[src/rtl/ctrl_sched_pkg.sv]
// Shared types and helpers for the per-bank DRAM command scheduler.
package ctrl_sched_pkg;
  localparam int ROW_W_MAX = 24;  // widest row address an instance may use
  localparam int CNT_W     = 8;   // timing counters; every tXX must stay below 2**CNT_W

  typedef enum logic [2:0] {
    OP_NOP  = 3'd0,
    OP_ACT  = 3'd1,
    OP_PRE  = 3'd2,
    OP_RD   = 3'd3,
    OP_WR   = 3'd4,
    OP_PREA = 3'd5
  } cmd_op_e;

  typedef enum logic [2:0] {
    ST_IDLE,
    ST_DECIDE,
    ST_PRE,
    ST_ACT,
    ST_CAS,
    ST_REF_PREA,
    ST_REF_WAIT
  } sched_state_e;

  typedef struct packed {
    logic                 open;
    logic [ROW_W_MAX-1:0] open_row;
    logic [CNT_W-1:0]     act_cnt;
    logic [CNT_W-1:0]     pre_cnt;
  } bank_state_t;

  function automatic int max2(input int a, input int b);
    return (a > b) ? a : b;
  endfunction

  // The decision cycle precedes the issue cycle, so t-1 here lands the new
  // command exactly t cycles after the command that cleared the counter.
  function automatic logic cnt_met(input logic [CNT_W-1:0] cnt, input int t);
    return (int'(cnt) + 1) >= t;
  endfunction
endpackage

[src/rtl/ctrl_req_fifo.sv]
// Request FIFO: head is readable combinationally, pop retires it.
module ctrl_req_fifo #(
  parameter int QDEPTH = 4,
  parameter int DW     = 8
) (
  input  logic                      clock,
  input  logic                      reset_n,
  input  logic                      i_push,
  input  logic [DW-1:0]             i_data,
  input  logic                      i_pop,
  output logic [DW-1:0]             o_data,
  output logic                      o_full,
  output logic                      o_empty,
  output logic [$clog2(QDEPTH):0]   o_count
);
  localparam int PW = $clog2(QDEPTH);

  logic [DW-1:0] r_mem [QDEPTH];
  logic [PW-1:0] r_wr_ptr;
  logic [PW-1:0] r_rd_ptr;
  logic [PW:0]   r_count;
  logic          w_push;
  logic          w_pop;

  assign w_push  = i_push && !o_full;
  assign w_pop   = i_pop && !o_empty;
  assign o_full  = (r_count == (PW+1)'(QDEPTH));
  assign o_empty = (r_count == '0);
  assign o_count = r_count;
  assign o_data  = r_mem[r_rd_ptr];

  // NOTE: the storage array has no reset; only pointers and count need a known
  // value, and entries are never read before being written.
  always_ff @(posedge clock) begin
    if (w_push) r_mem[r_wr_ptr] <= i_data;
  end

  // NOTE: sequential state uses non-blocking assignments so every register
  // samples pre-edge values regardless of statement order.
  always_ff @(posedge clock or negedge reset_n) begin
    if (!reset_n) begin
      r_wr_ptr <= '0;
      r_rd_ptr <= '0;
      r_count  <= '0;
    end else begin
      if (w_push) r_wr_ptr <= r_wr_ptr + PW'(1);
      if (w_pop)  r_rd_ptr <= r_rd_ptr + PW'(1);
      case ({w_push, w_pop})
        2'b10:   r_count <= r_count + (PW+1)'(1);
        2'b01:   r_count <= r_count - (PW+1)'(1);
        default: r_count <= r_count;
      endcase
    end
  end
endmodule

[src/rtl/ctrl_bank_sched.sv]
// Open-page per-bank scheduler: buffers requests, tracks bank rows/timers,
// issues ACT/PRE/RD/WR/PREA one per cycle and arbitrates refresh.
module ctrl_bank_sched
  import ctrl_sched_pkg::*;
#(
  parameter int NUM_BANKS = 16,
  parameter int ROW_W     = 17,  // must not exceed ROW_W_MAX
  parameter int COL_W     = 10,
  parameter int QDEPTH    = 4,
  parameter int T_RCD     = 16,
  parameter int T_RP      = 16,
  parameter int T_RAS     = 39,
  parameter int T_CCD     = 4
) (
  input  logic                         clock,
  input  logic                         reset_n,
  input  logic                         req_valid,
  output logic                         req_ready,
  input  logic                         req_rw,
  input  logic [$clog2(NUM_BANKS)-1:0] req_bank,
  input  logic [ROW_W-1:0]             req_row,
  input  logic [COL_W-1:0]             req_col,
  input  logic                         ref_req,
  output logic                         ref_ack,
  output logic                         cmd_valid,
  output logic [2:0]                   cmd_op,
  output logic [$clog2(NUM_BANKS)-1:0] cmd_bank,
  output logic [ROW_W-1:0]             cmd_row,
  output logic [COL_W-1:0]             cmd_col,
  output logic                         busy
);
  localparam int BW      = $clog2(NUM_BANKS);
  localparam int DW      = 1 + BW + ROW_W + COL_W;
  localparam int QCW     = $clog2(QDEPTH) + 1;
  localparam int CNT_MAX = max2(max2(T_RAS, T_RP), max2(T_RCD, T_CCD));
  localparam logic [CNT_W-1:0] CNT_SAT = CNT_W'(CNT_MAX);
  localparam bank_state_t BANK_RST = '{open: 1'b0, open_row: '0,
                                       act_cnt: CNT_SAT, pre_cnt: CNT_SAT};

  sched_state_e     r_state;
  sched_state_e     w_state_nxt;
  cmd_op_e          w_issue_op;
  logic             w_pop;
  logic             w_push;
  logic             w_ref_ack;
  logic             w_full;
  logic             w_empty;
  logic [QCW-1:0]   w_count;
  logic [DW-1:0]    w_head_data;
  logic             w_head_rw;
  logic [BW-1:0]    w_head_bank;
  logic [ROW_W-1:0] w_head_row;
  logic [COL_W-1:0] w_head_col;
  bank_state_t      w_head_bs;
  logic             w_any_open;
  logic             w_all_ras;
  logic             w_all_rp;

  bank_state_t      r_bank [NUM_BANKS];
  logic [CNT_W-1:0] r_ccd_cnt;
  logic             r_cmd_valid;
  cmd_op_e          r_cmd_op;
  logic [BW-1:0]    r_cmd_bank;
  logic [ROW_W-1:0] r_cmd_row;
  logic [COL_W-1:0] r_cmd_col;
  logic             r_ref_ack;

  assign w_push = req_valid && req_ready;

  ctrl_req_fifo #(.QDEPTH(QDEPTH), .DW(DW)) u_fifo (
    .clock   (clock),
    .reset_n (reset_n),
    .i_push  (w_push),
    .i_data  ({req_rw, req_bank, req_row, req_col}),
    .i_pop   (w_pop),
    .o_data  (w_head_data),
    .o_full  (w_full),
    .o_empty (w_empty),
    .o_count (w_count)
  );

  assign {w_head_rw, w_head_bank, w_head_row, w_head_col} = w_head_data;
  assign w_head_bs = r_bank[w_head_bank];

  // Refresh gating: every open bank must have served tRAS; every bank tRP.
  always_comb begin
    w_any_open = 1'b0;
    w_all_ras  = 1'b1;
    w_all_rp   = 1'b1;
    for (int b = 0; b < NUM_BANKS; b++) begin
      if (r_bank[b].open) begin
        w_any_open = 1'b1;
        if (!cnt_met(r_bank[b].act_cnt, T_RAS)) w_all_ras = 1'b0;
      end
      if (!cnt_met(r_bank[b].pre_cnt, T_RP)) w_all_rp = 1'b0;
    end
  end

  // NOTE: every output of this block gets a default first, so no path through
  // the case statement can leave a value held and infer a latch.
  always_comb begin
    w_state_nxt = r_state;
    w_issue_op  = OP_NOP;
    w_pop       = 1'b0;
    w_ref_ack   = 1'b0;
    case (r_state)
      ST_IDLE: begin
        if (!w_empty || ref_req) w_state_nxt = ST_DECIDE;
      end
      ST_DECIDE: begin
        if (ref_req)                 w_state_nxt = ST_REF_PREA;
        else if (w_empty)            w_state_nxt = ST_IDLE;
        else if (!w_head_bs.open)    w_state_nxt = ST_ACT;
        else if (w_head_bs.open_row == ROW_W_MAX'(w_head_row))
                                     w_state_nxt = ST_CAS;
        else                         w_state_nxt = ST_PRE;
      end
      ST_PRE: begin
        if (cnt_met(w_head_bs.act_cnt, T_RAS)) begin
          w_issue_op  = OP_PRE;
          w_state_nxt = ST_ACT;
        end
      end
      ST_ACT: begin
        if (cnt_met(w_head_bs.pre_cnt, T_RP)) begin
          w_issue_op  = OP_ACT;
          w_state_nxt = ST_CAS;
        end
      end
      ST_CAS: begin
        if (cnt_met(w_head_bs.act_cnt, T_RCD) && cnt_met(r_ccd_cnt, T_CCD)) begin
          w_issue_op  = w_head_rw ? OP_WR : OP_RD;
          w_pop       = 1'b1;
          // The head leaves this cycle; more work exists only beyond it.
          w_state_nxt = (w_count > QCW'(1) || w_push || ref_req) ? ST_DECIDE : ST_IDLE;
        end
      end
      ST_REF_PREA: begin
        if (!w_any_open) begin
          w_state_nxt = ST_REF_WAIT;
        end else if (w_all_ras) begin
          w_issue_op  = OP_PREA;
          w_state_nxt = ST_REF_WAIT;
        end
      end
      ST_REF_WAIT: begin
        if (w_all_rp) begin
          w_ref_ack   = 1'b1;
          w_state_nxt = ST_IDLE;
        end
      end
      default: w_state_nxt = ST_IDLE;
    endcase
  end

  always_ff @(posedge clock or negedge reset_n) begin
    if (!reset_n) r_state <= ST_IDLE;
    else          r_state <= w_state_nxt;
  end

  always_ff @(posedge clock or negedge reset_n) begin
    if (!reset_n) begin
      for (int b = 0; b < NUM_BANKS; b++) r_bank[b] <= BANK_RST;
      r_ccd_cnt <= CNT_SAT;
    end else begin
      for (int b = 0; b < NUM_BANKS; b++) begin
        if (r_bank[b].act_cnt < CNT_SAT) r_bank[b].act_cnt <= r_bank[b].act_cnt + CNT_W'(1);
        if (r_bank[b].pre_cnt < CNT_SAT) r_bank[b].pre_cnt <= r_bank[b].pre_cnt + CNT_W'(1);
        if (w_issue_op == OP_PREA && r_bank[b].open) begin
          r_bank[b].open    <= 1'b0;
          r_bank[b].pre_cnt <= '0;
        end
        if (BW'(b) == w_head_bank) begin
          if (w_issue_op == OP_ACT) begin
            r_bank[b].open     <= 1'b1;
            r_bank[b].open_row <= ROW_W_MAX'(w_head_row);
            r_bank[b].act_cnt  <= '0;
          end else if (w_issue_op == OP_PRE) begin
            r_bank[b].open    <= 1'b0;
            r_bank[b].pre_cnt <= '0;
          end
        end
      end
      if (w_issue_op == OP_RD || w_issue_op == OP_WR) r_ccd_cnt <= '0;
      else if (r_ccd_cnt < CNT_SAT)                   r_ccd_cnt <= r_ccd_cnt + CNT_W'(1);
    end
  end

  always_ff @(posedge clock or negedge reset_n) begin
    if (!reset_n) begin
      r_cmd_valid <= 1'b0;
      r_cmd_op    <= OP_NOP;
      r_cmd_bank  <= '0;
      r_cmd_row   <= '0;
      r_cmd_col   <= '0;
      r_ref_ack   <= 1'b0;
    end else begin
      r_cmd_valid <= (w_issue_op != OP_NOP);
      r_cmd_op    <= w_issue_op;
      r_cmd_bank  <= (w_issue_op == OP_NOP || w_issue_op == OP_PREA) ? '0 : w_head_bank;
      r_cmd_row   <= (w_issue_op == OP_ACT) ? w_head_row : '0;
      r_cmd_col   <= (w_issue_op == OP_RD || w_issue_op == OP_WR) ? w_head_col : '0;
      r_ref_ack   <= w_ref_ack;
    end
  end

  assign req_ready = !w_full;
  assign cmd_valid = r_cmd_valid;
  assign cmd_op    = r_cmd_op;
  assign cmd_bank  = r_cmd_bank;
  assign cmd_row   = r_cmd_row;
  assign cmd_col   = r_cmd_col;
  assign ref_ack   = r_ref_ack;
  assign busy      = !w_empty || (r_state != ST_IDLE);
endmodule

[config.mk]
export PLATFORM = sky130hd
export DESIGN_NAME = ctrl_bank_sched
export DESIGN_NICKNAME = d
export VERILOG_FILES = /design/src/rtl/ctrl_sched_pkg.sv /design/src/rtl/ctrl_req_fifo.sv /design/src/rtl/ctrl_bank_sched.sv
export SDC_FILE = /design/constraint.sdc
export NUM_CORES = 1
export LEC_CHECK = 0
export ABC_AREA = 1
export CELL_PAD_IN_SITES_DETAIL_PLACEMENT = 1
export CELL_PAD_IN_SITES_GLOBAL_PLACEMENT = 2
export CORE_MARGIN = 10
export CORE_UTILIZATION = 40
export CTS_CLUSTER_DIAMETER = 40
export CTS_CLUSTER_SIZE = 8
export DETAILED_ROUTE_END_ITERATION = 8
export HOLD_SLACK_MARGIN = 0.1
export PLACE_DENSITY = 0.84
export REMOVE_ABC_BUFFERS = 1
export SYNTH_ARGS = -nofsm -noshare
export SYNTH_HDL_FRONTEND = slang
export SYNTH_SLANG_ARGS = --single-unit
[constraint.sdc]
create_clock -name clock -period 4.9 [get_ports clock]
set_input_delay 0.49 -clock clock [delete_from_list [all_inputs] [get_ports clock]]
set_output_delay 0.49 -clock clock [all_outputs]
set_load 0.02 [all_outputs]
Yosys cells after proc, flatten, opt, wreduce, memory -nomap -nowiden
Memories as Yosys holds them, arrays and structs flattened.
Index checks and enable logic that the tools add are counted.
{"block": "totals", "ff_bits": 598, "mem_count": 1, "mem_bits_rw": 128, "elab_cells": 568, "inputBits": 36, "out_inout_bits": 38}
{"block": "op_classes", "reduce_logical": 53, "bitwise_logic": 1, "n_eq_ne": 36, "add_sub_neg": 72, "magnitude_cmp": 71, "muxes": 259}
{"name": "u_fifo.r_mem", "words": 4, "word_bits": 32, "rd": 1, "rd_clocked_by_memory_dff": 0, "wr": 1, "line": "ctrl_req_fifo.sv:18", "text": "logic [DW-1:0] r_mem [QDEPTH];"}
{"op": "41-bit 2-to-1 mux", "n": 18}
{"op": "8-bit 2-to-1 mux", "n": 82}
{"op": "25-bit 2-to-1 mux", "n": 16}
{"op": "8-bit by 1-bit adder with 9-bit output (second input constant)", "n": 35}
{"op": "8-bit by 1-bit adder with 8-bit output (second input constant)", "n": 33}
{"op": "8-bit by 6-bit less-than comparator with 1-bit output (second input constant)", "n": 33}
{"op": "41-bit binary-select mux with 4-bit select", "n": 1}
{"op": "9-bit by 5-bit >= comparator with 1-bit output (second input constant)", "n": 18}
{"op": "9-bit by 6-bit >= comparator with 1-bit output (second input constant)", "n": 16}
{"op": "1-bit 2-to-1 mux", "n": 120}
{"op": "3-bit 2-to-1 mux", "n": 15}
{"op": "4-bit equality test (first input constant)", "n": 8}
{"op": "32-bit by 7-bit >= comparator with 1-bit output (second input constant)", "n": 1}
{"op": "2-bit AND reduction", "n": 16}
{"op": "24-bit by 17-bit equality test with 1-bit output", "n": 1}
{"op": "3-bit one-hot mux with 7 select lines", "n": 1}
{"op": "1-bit logical AND", "n": 20}
{"op": "3-bit equality test (second input constant)", "n": 6}
{"op": "17-bit 2-to-1 mux", "n": 1}
{"op": "3-bit by 4-bit equality test with 1-bit output (first input constant)", "n": 4}
{"op": "3-bit by 2-bit equality test with 1-bit output (second input constant)", "n": 4}
{"op": "3-bit one-hot mux with 4 select lines", "n": 1}
{"op": "10-bit 2-to-1 mux", "n": 1}
{"op": "2-bit inequality test (second input constant)", "n": 5}
{"op": "23 further kinds", "n": 36}

Logic depth before layout (Yosys ltp)
Gate-level depths: netlist of the first run.
{"block": "depth", "ltp_word": 43, "mapped_depth": 31, "ltp_nobuf": 30}

By module
Synthesis of the first run repeated with hierarchy kept, for this count alone.
{"block": "unflattened", "hier_cells": 4511, "area_unflattened_um2": 37317.0}
{"mod": "ctrl_bank_sched", "area_each_um2": 31744.2, "seq_area_each_um2": 14954.3, "n_inst": 1, "cells_per_inst": 4076}
{"mod": "ctrl_req_fifo", "area_each_um2": 5572.8, "seq_area_each_um2": 4018.9, "n_inst": 1, "cells_per_inst": 435}

Worst setup path before layout of the first run
No wires, ideal clock.
{"block": "synth_path", "path_type": "reg-to-reg", "from": "register u_fifo.r_rd_ptr[1]", "to": "register u_fifo.r_count[2], in the netlist u_fifo.o_count[2]", "slack_ps": 1587, "setup_time_ps": 118, "t_arrival_ps": 3195, "synth_period_minus_slack_ps": 3313, "required_ps": 4782, "path_buffers": 2, "path_stages_with_launch": 31, "cell_sequence": "dfrtp_1 -> buf_2 -> inv_2 -> buf_6 -> nand3_2 -> nand2_4 -> inv_2 -> nand2_1 -> inv_1 -> nand2_1 -> nand3_1 -> nand2_1 -> nand2_1 -> inv_1 -> nand2_1 -> inv_1 -> ha_1 -> nand2_1 -> nor2_1 -> nand2_1 -> nand2_1 -> nand2_1 -> a21oi_2 -> nand2_1 -> nand3_1 -> nor2_1 -> ha_1 -> nor2_1 -> o21ai_0 -> xor2_1 -> inv_1"}
{"block": "synth_via", "elab_chain_len": 13, "elab_cells_between_ends": 15, "cone_classes": "add/sub (1); order compare (1); eq/ne (2); mux (6); bitwise (1); reduce/logical (3); memory (1)"}
{"element": "start: declaration", "line": "ctrl_req_fifo.sv:20", "text": "logic [PW-1:0] r_rd_ptr;"}
{"element": "start signal: assignment", "line": "ctrl_req_fifo.sv:47", "text": "if (w_pop) r_rd_ptr <= r_rd_ptr + PW'(1);"}
{"element": "memory 4 x 32 bit *"}
{"element": "4-bit inverter with 5-bit output (implied by the code) *", "line": "ctrl_bank_sched.sv:83", "text": "assign w_head_bs = r_bank[w_head_bank];"}
{"element": "41-bit binary-select mux with 4-bit select *", "line": "ctrl_bank_sched.sv:83"}
{"element": "41-bit 2-to-1 mux (implied by the code) * (2 in a row)", "line": "ctrl_bank_sched.sv:83"}
{"element": "8-bit by 1-bit adder with 9-bit output *", "line": "ctrl_sched_pkg.sv:39", "text": "return (int'(cnt) + 1) >= t;"}
{"element": "9-bit by 5-bit >= comparator with 1-bit output *", "line": "ctrl_sched_pkg.sv:39"}
{"element": "1-bit logical AND *", "line": "ctrl_bank_sched.sv:131", "text": "if (cnt_met(w_head_bs.act_cnt, T_RCD) && cnt_met(r_ccd_cnt, T_CCD)) begin"}
{"element": "1-bit 2-to-1 mux *", "line": "ctrl_bank_sched.sv:131"}
{"element": "1-bit 2-to-1 mux *", "line": "ctrl_bank_sched.sv:106", "text": "case (r_state)"}
{"element": "1-bit logical AND *", "line": "ctrl_req_fifo.sv:26", "text": "assign w_pop = i_pop && !o_empty;"}
{"element": "named net u_fifo.w_pop", "line": "ctrl_req_fifo.sv:23", "text": "logic w_pop;"}
{"element": "2-bit by 1-bit equality test with 1-bit output / 2-bit equality test (equally long branches)", "line": "ctrl_req_fifo.sv:48", "text": "case ({w_push, w_pop})"}
{"element": "3-bit one-hot mux with 2 select lines / 2-bit nonzero test (equally long branches)"}
{"element": "end signal: assignment", "line": "ctrl_req_fifo.sv:49", "text": "2'b10: r_count <= r_count + (PW+1)'(1);"}
{"element": "end signal: assignment", "line": "ctrl_req_fifo.sv:50", "text": "2'b01: r_count <= r_count - (PW+1)'(1);"}
{"element": "end signal: assignment", "line": "ctrl_req_fifo.sv:51", "text": "default: r_count <= r_count;"}
{"element": "end: declaration", "line": "ctrl_req_fifo.sv:21", "text": "logic [PW:0] r_count;"}
Mark *: on every way through the listed nets, which the timed path passes. The rest lies on a longest branch. The select of a mux whose other input is x is not followed.
A chain may end at the register's enable or synchronous reset.

Final worst setup path of the first run
{"block": "layout_path", "from": "register u_fifo.r_rd_ptr[0]", "to": "register u_fifo.r_count[2], in the netlist u_fifo.o_count[2]"}
Same word-level chain as after synthesis.

==> results of run 1 <==
## cells by family (layout without fill, tap and decap cells)
| logic type | count (synthesis) | in the layout | share of synthesized area (%) |
|---|---|---|---|
| AND/OR/NAND/NOR | 1734 | 1734 | 18.80 |
| AO/OA/AOI/OAI | 1006 | 1006 | 16.12 |
| XOR/XNOR | 137 | 137 | 3.258 |
| flip-flops | 726 | 726 | 51.52 |
| buffers and inverters | 707 | 877 | 7.688 |
| adder cells (fa/ha/maj) | 77 | 77 | 2.616 |
## metal layers
layer,vias up,global-route usage (%),routed length (um)
li1,14706,-,-
met1,15260,29.10,52190
met2,573,37.30,55980
met3,218,3.543,4705
met4,2,8.830,3884
met5,-,0,10
## timing repair
item	in CTS	in global routing
hold endpoints to repair	62	0
hold buffers	1	0
resized for setup	1	18
endpoints found under the setup margin	13	434
## through the flow
stage	TNS, ns	power (mW)	hold slack, ns	setup WS [ns]	area (um2)
3_5_place_dp	0	25.15	0.4643	0.003245	38750
5_1_grt	0	37.27	0.3740	0.03917	43420
3_3_place_gp	0	24.80	0.4538	0.1833	38750
4_1_cts	0	34.82	0.3376	0.03345	43350
6_report	0	34.60	0.3622	0.4529	43420
2_1_floorplan	-2099.31	19.75	0.1944	-4.163	35880
## area by class of cell
class | count | area [um2] | share of cell area [%]
Multi-Input combinational cell | 2954 | 15150 | 34.89
Clock inverter | 41 | 568.0 | 1.308
Inverter | 500 | 1899 | 4.375
Clock buffer | 206 | 4024 | 9.268
Tap cell | 1186 | 1484 | 3.418
Timing Repair Buffer | 130 | 1320 | 3.040
Sequential cell | 726 | 18970 | 43.70
## placed cells by master (no fill, tap or decap), types with 6 or more instances in the layout
cell	synthesis	routed
a21oi_1	108	108
a221oi_1	10	10
a31oi_1	31	31
a32oi_1	14	14
buf_12	0	12
buf_4	6	43
bufinv_16	0	9
clkbuf_1	95	41
clkbuf_16	0	142
clkbuf_8	0	23
clkdlybuf4s50_1	0	72
clkinv_2	1	14
clkinvlp_4	0	7
dfrtp_1	466	465
dfstp_2	132	132
edfxtp_1	128	128
ha_1	77	77
inv_1	484	483
inv_2	15	9
inv_6	0	6
nand2_1	1006	1003
nand3_1	151	151
nand3b_1	6	6
nand4_1	38	38
nor2_1	491	484
nor2_4	1	7
nor3_1	20	20
nor4_1	8	8
o2111ai_1	25	25
o211ai_1	87	87
o21ai_0	472	472
o21ai_1	24	24
o22ai_1	184	184
o22ai_2	10	7
o31ai_1	15	15
xnor2_1	18	18
xor2_1	119	119
## worst reg2reg max path: stages, from the launching register on
cell     delay [ns]
dfrtp_2        0.49
inv_6          0.23
nand2_1        0.08
nand3_1        0.21
nand2_8        0.23
buf_4          0.29
nand2_1        0.06
nand2_1        0.10
nand2_1        0.08
nand2_1        0.05
nand2_1        0.05
nand2_1        0.11
nor2_1         0.24
ha_1           0.20
nand2_1        0.09
nor2_1         0.19
nand3_1        0.10
nand2_1        0.13
a21oi_2        0.06
nand2_1        0.19
nand3_1        0.15
nor2_2         0.25
ha_1           0.27
inv_1          0.05
o21ai_0        0.21
xor2_1         0.17
inv_1          0.05
## final timing paths
check                              startpoint             endpoint  slack [ns]  cells past startpoint
min reg2reg                       r_bank[548]          r_bank[548]        0.47                      2
max in group asynchronous             reset_n          r_bank[618]        3.27                      3
min in group clock                 req_row[5]  u_fifo.r_mem[2][15]        0.37                      1
min                                   reset_n          r_bank[640]        0.36                      2
max                        u_fifo.r_rd_ptr[0]    u_fifo.o_count[2]        0.45                     26
max reg2reg                u_fifo.r_rd_ptr[0]    u_fifo.o_count[2]        0.45                     26
## sequential cells by signal, indices dropped and copies added, names as in the netlist
name             flops
cmd_bank             4
u_fifo.r_rd_ptr      2
cmd_op               3
cmd_row             17
cmd_col             10
r_state              3
u_fifo.o_count       3
u_fifo.r_wr_ptr      2
r_bank             544
cmd_valid            1
ref_ack              1
r_ccd_cnt            8
u_fifo.r_mem       128
## power groups by stage
stage,Combinational (mW),Clock (mW),Sequential (mW)
final,15.1,9.34,10.2
after detailed placement,14.9,0,10.2
after CTS,15.1,9.54,10.2
after global placement,14.6,0,10.2
after global routing,17.0,9.85,10.5
after floorplan,9.85,0,9.90
==> metrics.cfg, run 1 <==
[route]
drt_iter0_drc=1903
wl_um=116800
viasPerCell=5.356
ant_nets=0
drc_errors=0
firstDrtPassIters=6
via_count=30759
drt-wirelength-per-cell_um=20.33

[clocking]
htree_levels=4
clk_pin_slew_ns=0.05
cts_root_buf=clkbuf_16
cts_buffers=139
tritoncts=built
cts_buffer_depth=3
worst_skew_pair.late_latency_ns=0.75
clock_sinks=726
cts_setup_buffers=0

[yosys]
netlist_area_mm2=0.03683
yosys_warnings=0
synth_ff_type=dfrtp_1
synth_enable_flop_cells=128
ys_top_cells_by_area=dfrtp_1 (32%), edfxtp_1 (10%), nand2_1 (10%)
syn_avg_cell_area_um2=8.395
netlist.area_leader.share_pct=31.66
synth_most_common_cell=nand2_1
synthArstFlopShare_pct=82.37
ys_seq_elements=726
synthCells=4387
synthTopCellsByCount=nand2_1 (1006), nor2_1 (491), inv_1 (484)
synth_cell_type_count=57
ys_seq_area_share_pct=51.52
synth_top_area_cell=dfrtp_1

[sta]
worstMarginPinSlew_ns=1.193
fin_crit_ns=4.447
finClkSkew_ns=0.03843
drv_slew=0
rsz0062_at_grt=false
hold_viol=0
setup_viol=0
fmax_ghz=0.2249
fin_crit_sh_pct=90.76
maxSlewHeadroom_pct=20.28

[worst_setup_path]
arrival_ns=5.06
cpMostUsedCell=nand2_1
worstSetupPathType=reg2reg
critPathCaptureType=register
crit_buf_inv=4
cp_top_family=simple AND/OR/NAND/NOR gates
slowest_stage=dfrtp_2
required_ns=5.51
start_kind=register
slowest_delay_ns=0.49
critPathMaxFanout=31

[grt]
grt_max_degree=125
track_usage_pct=22.45
grt_pass1_vias=32373
antenna_found_initial=2
grt_overflow=0
grt_pass1_wl_um=185000

[final_layout]
finalNonFillerCells=5743
antennaDiodeCount=0
utilization_pct=47.44
fillers=10694
synthToLayoutAreaGrowth_pct=17.88
fin_nets=4564
layout-drive-gt1-share_pct=9.985

[die]
start_util_pct=40.24
core-area_mm2=0.09152
die_width_um=323.4
num_rows=111
die_area_mm2=0.1046
die_h_um=323.4
io_pins=74

[power_and_ir_drop]
swShare_pct=43.65
p_int_mw=19.49
combPwrFrac_pct=43.5
p_sw_mw=15.10
leakage_nw=19.85
power_frac_seq_pct=29.5
p_clk_share_pct=27.0
ir_drop_mv=0.5465
powerDensity_mw_per_mm2=796.8

[place]
portBuffers=73
place.gp.congestion=0.8324
dpl.cell_count=5495
hpwlAfterDp_um=75830

[run_status]
status=finished, final reports clean

[flow_run]
drv_cap=0

[hold_path]
hp-class=in2async

Note: power is estimated with default switching activity, not from simulation.
==> run 2, diff against run 1 <==
--- a/config.mk
+++ b/config.mk
@@ -8,6 +8,4 @@
 export ABC_AREA = 1
-export CELL_PAD_IN_SITES_DETAIL_PLACEMENT = 1
-export CELL_PAD_IN_SITES_GLOBAL_PLACEMENT = 2
 export CORE_MARGIN = 10
-export CORE_UTILIZATION = 40
+export CORE_UTILIZATION = 50
 export CTS_CLUSTER_DIAMETER = 40
@@ -16,3 +14,3 @@
 export HOLD_SLACK_MARGIN = 0.1
-export PLACE_DENSITY = 0.84
+export PLACE_DENSITY = 0.68
 export REMOVE_ABC_BUFFERS = 1
--- a/constraint.sdc
+++ b/constraint.sdc
@@ -3,2 +3,2 @@
 set_output_delay 0.49 -clock clock [all_outputs]
-set_load 0.02 [all_outputs]
+set_load 0.005 [all_outputs]
==> metrics.cfg, run 2 (synthesized netlist as in run 1, its figures left out) <==
[grt]
met1_usage_pct=30.02  ; was 29.10%
grt_pass1_vias=29588  ; was 32373
use_met3_pct=3.781  ; was 3.543%
antenna_found_initial=2  ; unchanged
grt_max_degree=91  ; was 125
globalRouteMet2Util_pct=37.27  ; was 37.30%
grt_overflow=0  ; unchanged
gr-max-usage-layer=met2  ; unchanged
track_usage_pct=22.94  ; was 22.45%
grt_pass1_wl_um=160100  ; was 185000 um

[worst_setup_path]
worstSetupPathType=reg2reg  ; unchanged
slowest_delay_ns=0.57  ; was 0.49 ns
cpMostUsedCell=nand2_1  ; unchanged
crit_buf_inv=5  ; was 4
critPathMaxFanout=34  ; was 31
start_kind=register  ; unchanged
slowest_stage=dfrtp_4  ; was dfrtp_2
critPathCaptureType=register  ; unchanged
arrival_ns=5.16  ; was 5.06 ns
required_ns=5.48  ; was 5.51 ns
cp_top_family=simple AND/OR/NAND/NOR gates  ; unchanged

[die]
core-area_mm2=0.07296  ; was 0.09152 mm2
die_h_um=291.4  ; was 323.4 um
start_util_pct=50.48  ; was 40.24%
num_rows=99  ; was 111
die_area_mm2=0.08491  ; was 0.1046 mm2
die_width_um=291.4  ; was 323.4 um
io_pins=74  ; unchanged

[power_and_ir_drop]
combPwrFrac_pct=43.9  ; was 43.5%
leakage_nw=19.60  ; was 19.85 nW
power_frac_seq_pct=31.0  ; was 29.5%
power_mw=32.77  ; was 34.60 mW
ir_drop_mv=0.5131  ; was 0.5465 mV
powerDensity_mw_per_mm2=769.6  ; was 796.8 mW/mm2
swShare_pct=43.13  ; was 43.65%
p_sw_mw=14.13  ; was 15.10 mW
p_clk_share_pct=25.1  ; was 27.0%
p_int_mw=18.64  ; was 19.49 mW

[clocking]
clk_pin_slew_ns=0.05  ; about the same
cts_root_buf=clkbuf_16  ; unchanged
clock_sinks=726  ; unchanged
cts_buffer_depth=3  ; unchanged
htree_levels=3  ; was 4
cts_buffers=121  ; was 139
worst_skew_pair.late_latency_ns=0.70  ; was 0.75 ns
tritoncts=built  ; unchanged

[hold_path]
hp-class=in2async  ; unchanged

[sta]
finClkSkew_ns=0.04517  ; was 0.03843 ns
fin_crit_sh_pct=93.48  ; was 90.76%
hold_viol=0  ; unchanged
setup_viol=0  ; unchanged
maxSlewHeadroom_pct=27.36  ; was 20.28%
fin_crit_ns=4.581  ; was 4.447 ns
drv_slew=0  ; unchanged
worstMarginPinSlew_ns=1.087  ; was 1.193 ns
fmax_ghz=0.2183  ; was 0.2249 GHz
holdWs_ns=0.4019  ; was 0.3622 ns

[run_status]
status=finished, final reports clean  ; unchanged

[route]
wl_um=99460  ; was 116800 um
firstDrtPassIters=9  ; was 6
viasPerCell=5.550  ; was 5.356
drc_errors=0  ; unchanged
drt_iter0_drc=2700  ; was 1903
ant_nets=0  ; unchanged
drt-wirelength-per-cell_um=18.12  ; was 20.33 um
via_count=30462  ; was 30759

[place]
place.gp.congestion=0.9203  ; was 0.8324
portBuffers=73  ; unchanged
dpl.cell_count=5266  ; was 5495
hpwlAfterDp_um=64570  ; was 75830 um

[final_layout]
regMostFlops=r_bank  ; unchanged
largest_reg_flops=544  ; unchanged
final_common_cell=nand2_1  ; unchanged
antennaDiodeCount=0  ; unchanged
finalNonFillerCells=5489  ; was 5743
synthToLayoutAreaGrowth_pct=15.62  ; was 17.88%
utilization_pct=58.37  ; was 47.44%
most-common-layout-cells=nand2_1 (1003), nor2_1 (485), inv_1 (484)  ; was nand2_1 (1003), nor2_1 (484), inv_1 (483)
layout-drive-gt1-share_pct=9.426  ; was 9.985%
fin_nets=4548  ; was 4564

[flow_run]
drv_cap=0  ; unchanged

[run 2: final timing paths]
path / startpoint / end / slack (ns) / cells after the start
min reg2reg: r_bank[482] / r_bank[482] / 0.48 / 2
min: reset_n / r_bank[339] / 0.40 / 2
max reg2reg: u_fifo.r_rd_ptr[0] / u_fifo.o_count[2] / 0.32 / 28
max in group asynchronous: reset_n / u_fifo.r_rd_ptr[0] / 3.28 / 3
max: u_fifo.r_rd_ptr[0] / u_fifo.o_count[2] / 0.32 / 28
min in group clock: req_row[16] / u_fifo.r_mem[3][26] / 0.41 / 1
[run 2: repair_timing]
item | CTS | global route
hold buffers | 1 | 0
setup buffers | 0 | 3
endpoints found under the hold margin | 35 | 0
resized for setup | 0 | 9
setup endpoints to repair | 0 | 285
[run 2: power groups by stage]
stage               logic (mW)  clock network [mW]  registers, mW
floorplan                 9.84                   0           9.80
global placement          13.9                   0           10.1
detailed placement        14.1                   0           10.2
CTS                       14.2                8.33           10.1
global route              16.3                8.62           10.4
finish                    14.4                8.23           10.1
[run 2: per-layer routing]
metal | part of all wire (%) | up-vias
met2 | 46 | 968
met5 | 0.034 | -
li1 | - | 14657
met1 | 44 | 14585
met3 | 6.0 | 248
met4 | 4.2 | 4
[run 2: layout make-up]
cell class	instances	area, um2
clock buffers	179	3426
clock inverters	39	563.0
flip-flops and latches	726	18980
well taps	959	1200
inverters	500	1884
fillers	6383	30380
multi-input cells	2955	15120
repair buffers	131	1415
[run 2: per-stage QoR]
step | setup TNS, ns | setup slack (ns) | instance area, um2
CTS | 0 | 0.2188 | 42520
detailed placement | 0 | 0.2500 | 38520
global route | -0.00005196 | -0.00005196 | 42580
finish | 0 | 0.3195 | 42580
global placement | 0 | 0.3193 | 38520
floorplan | -2099.31 | -4.163 | 35880
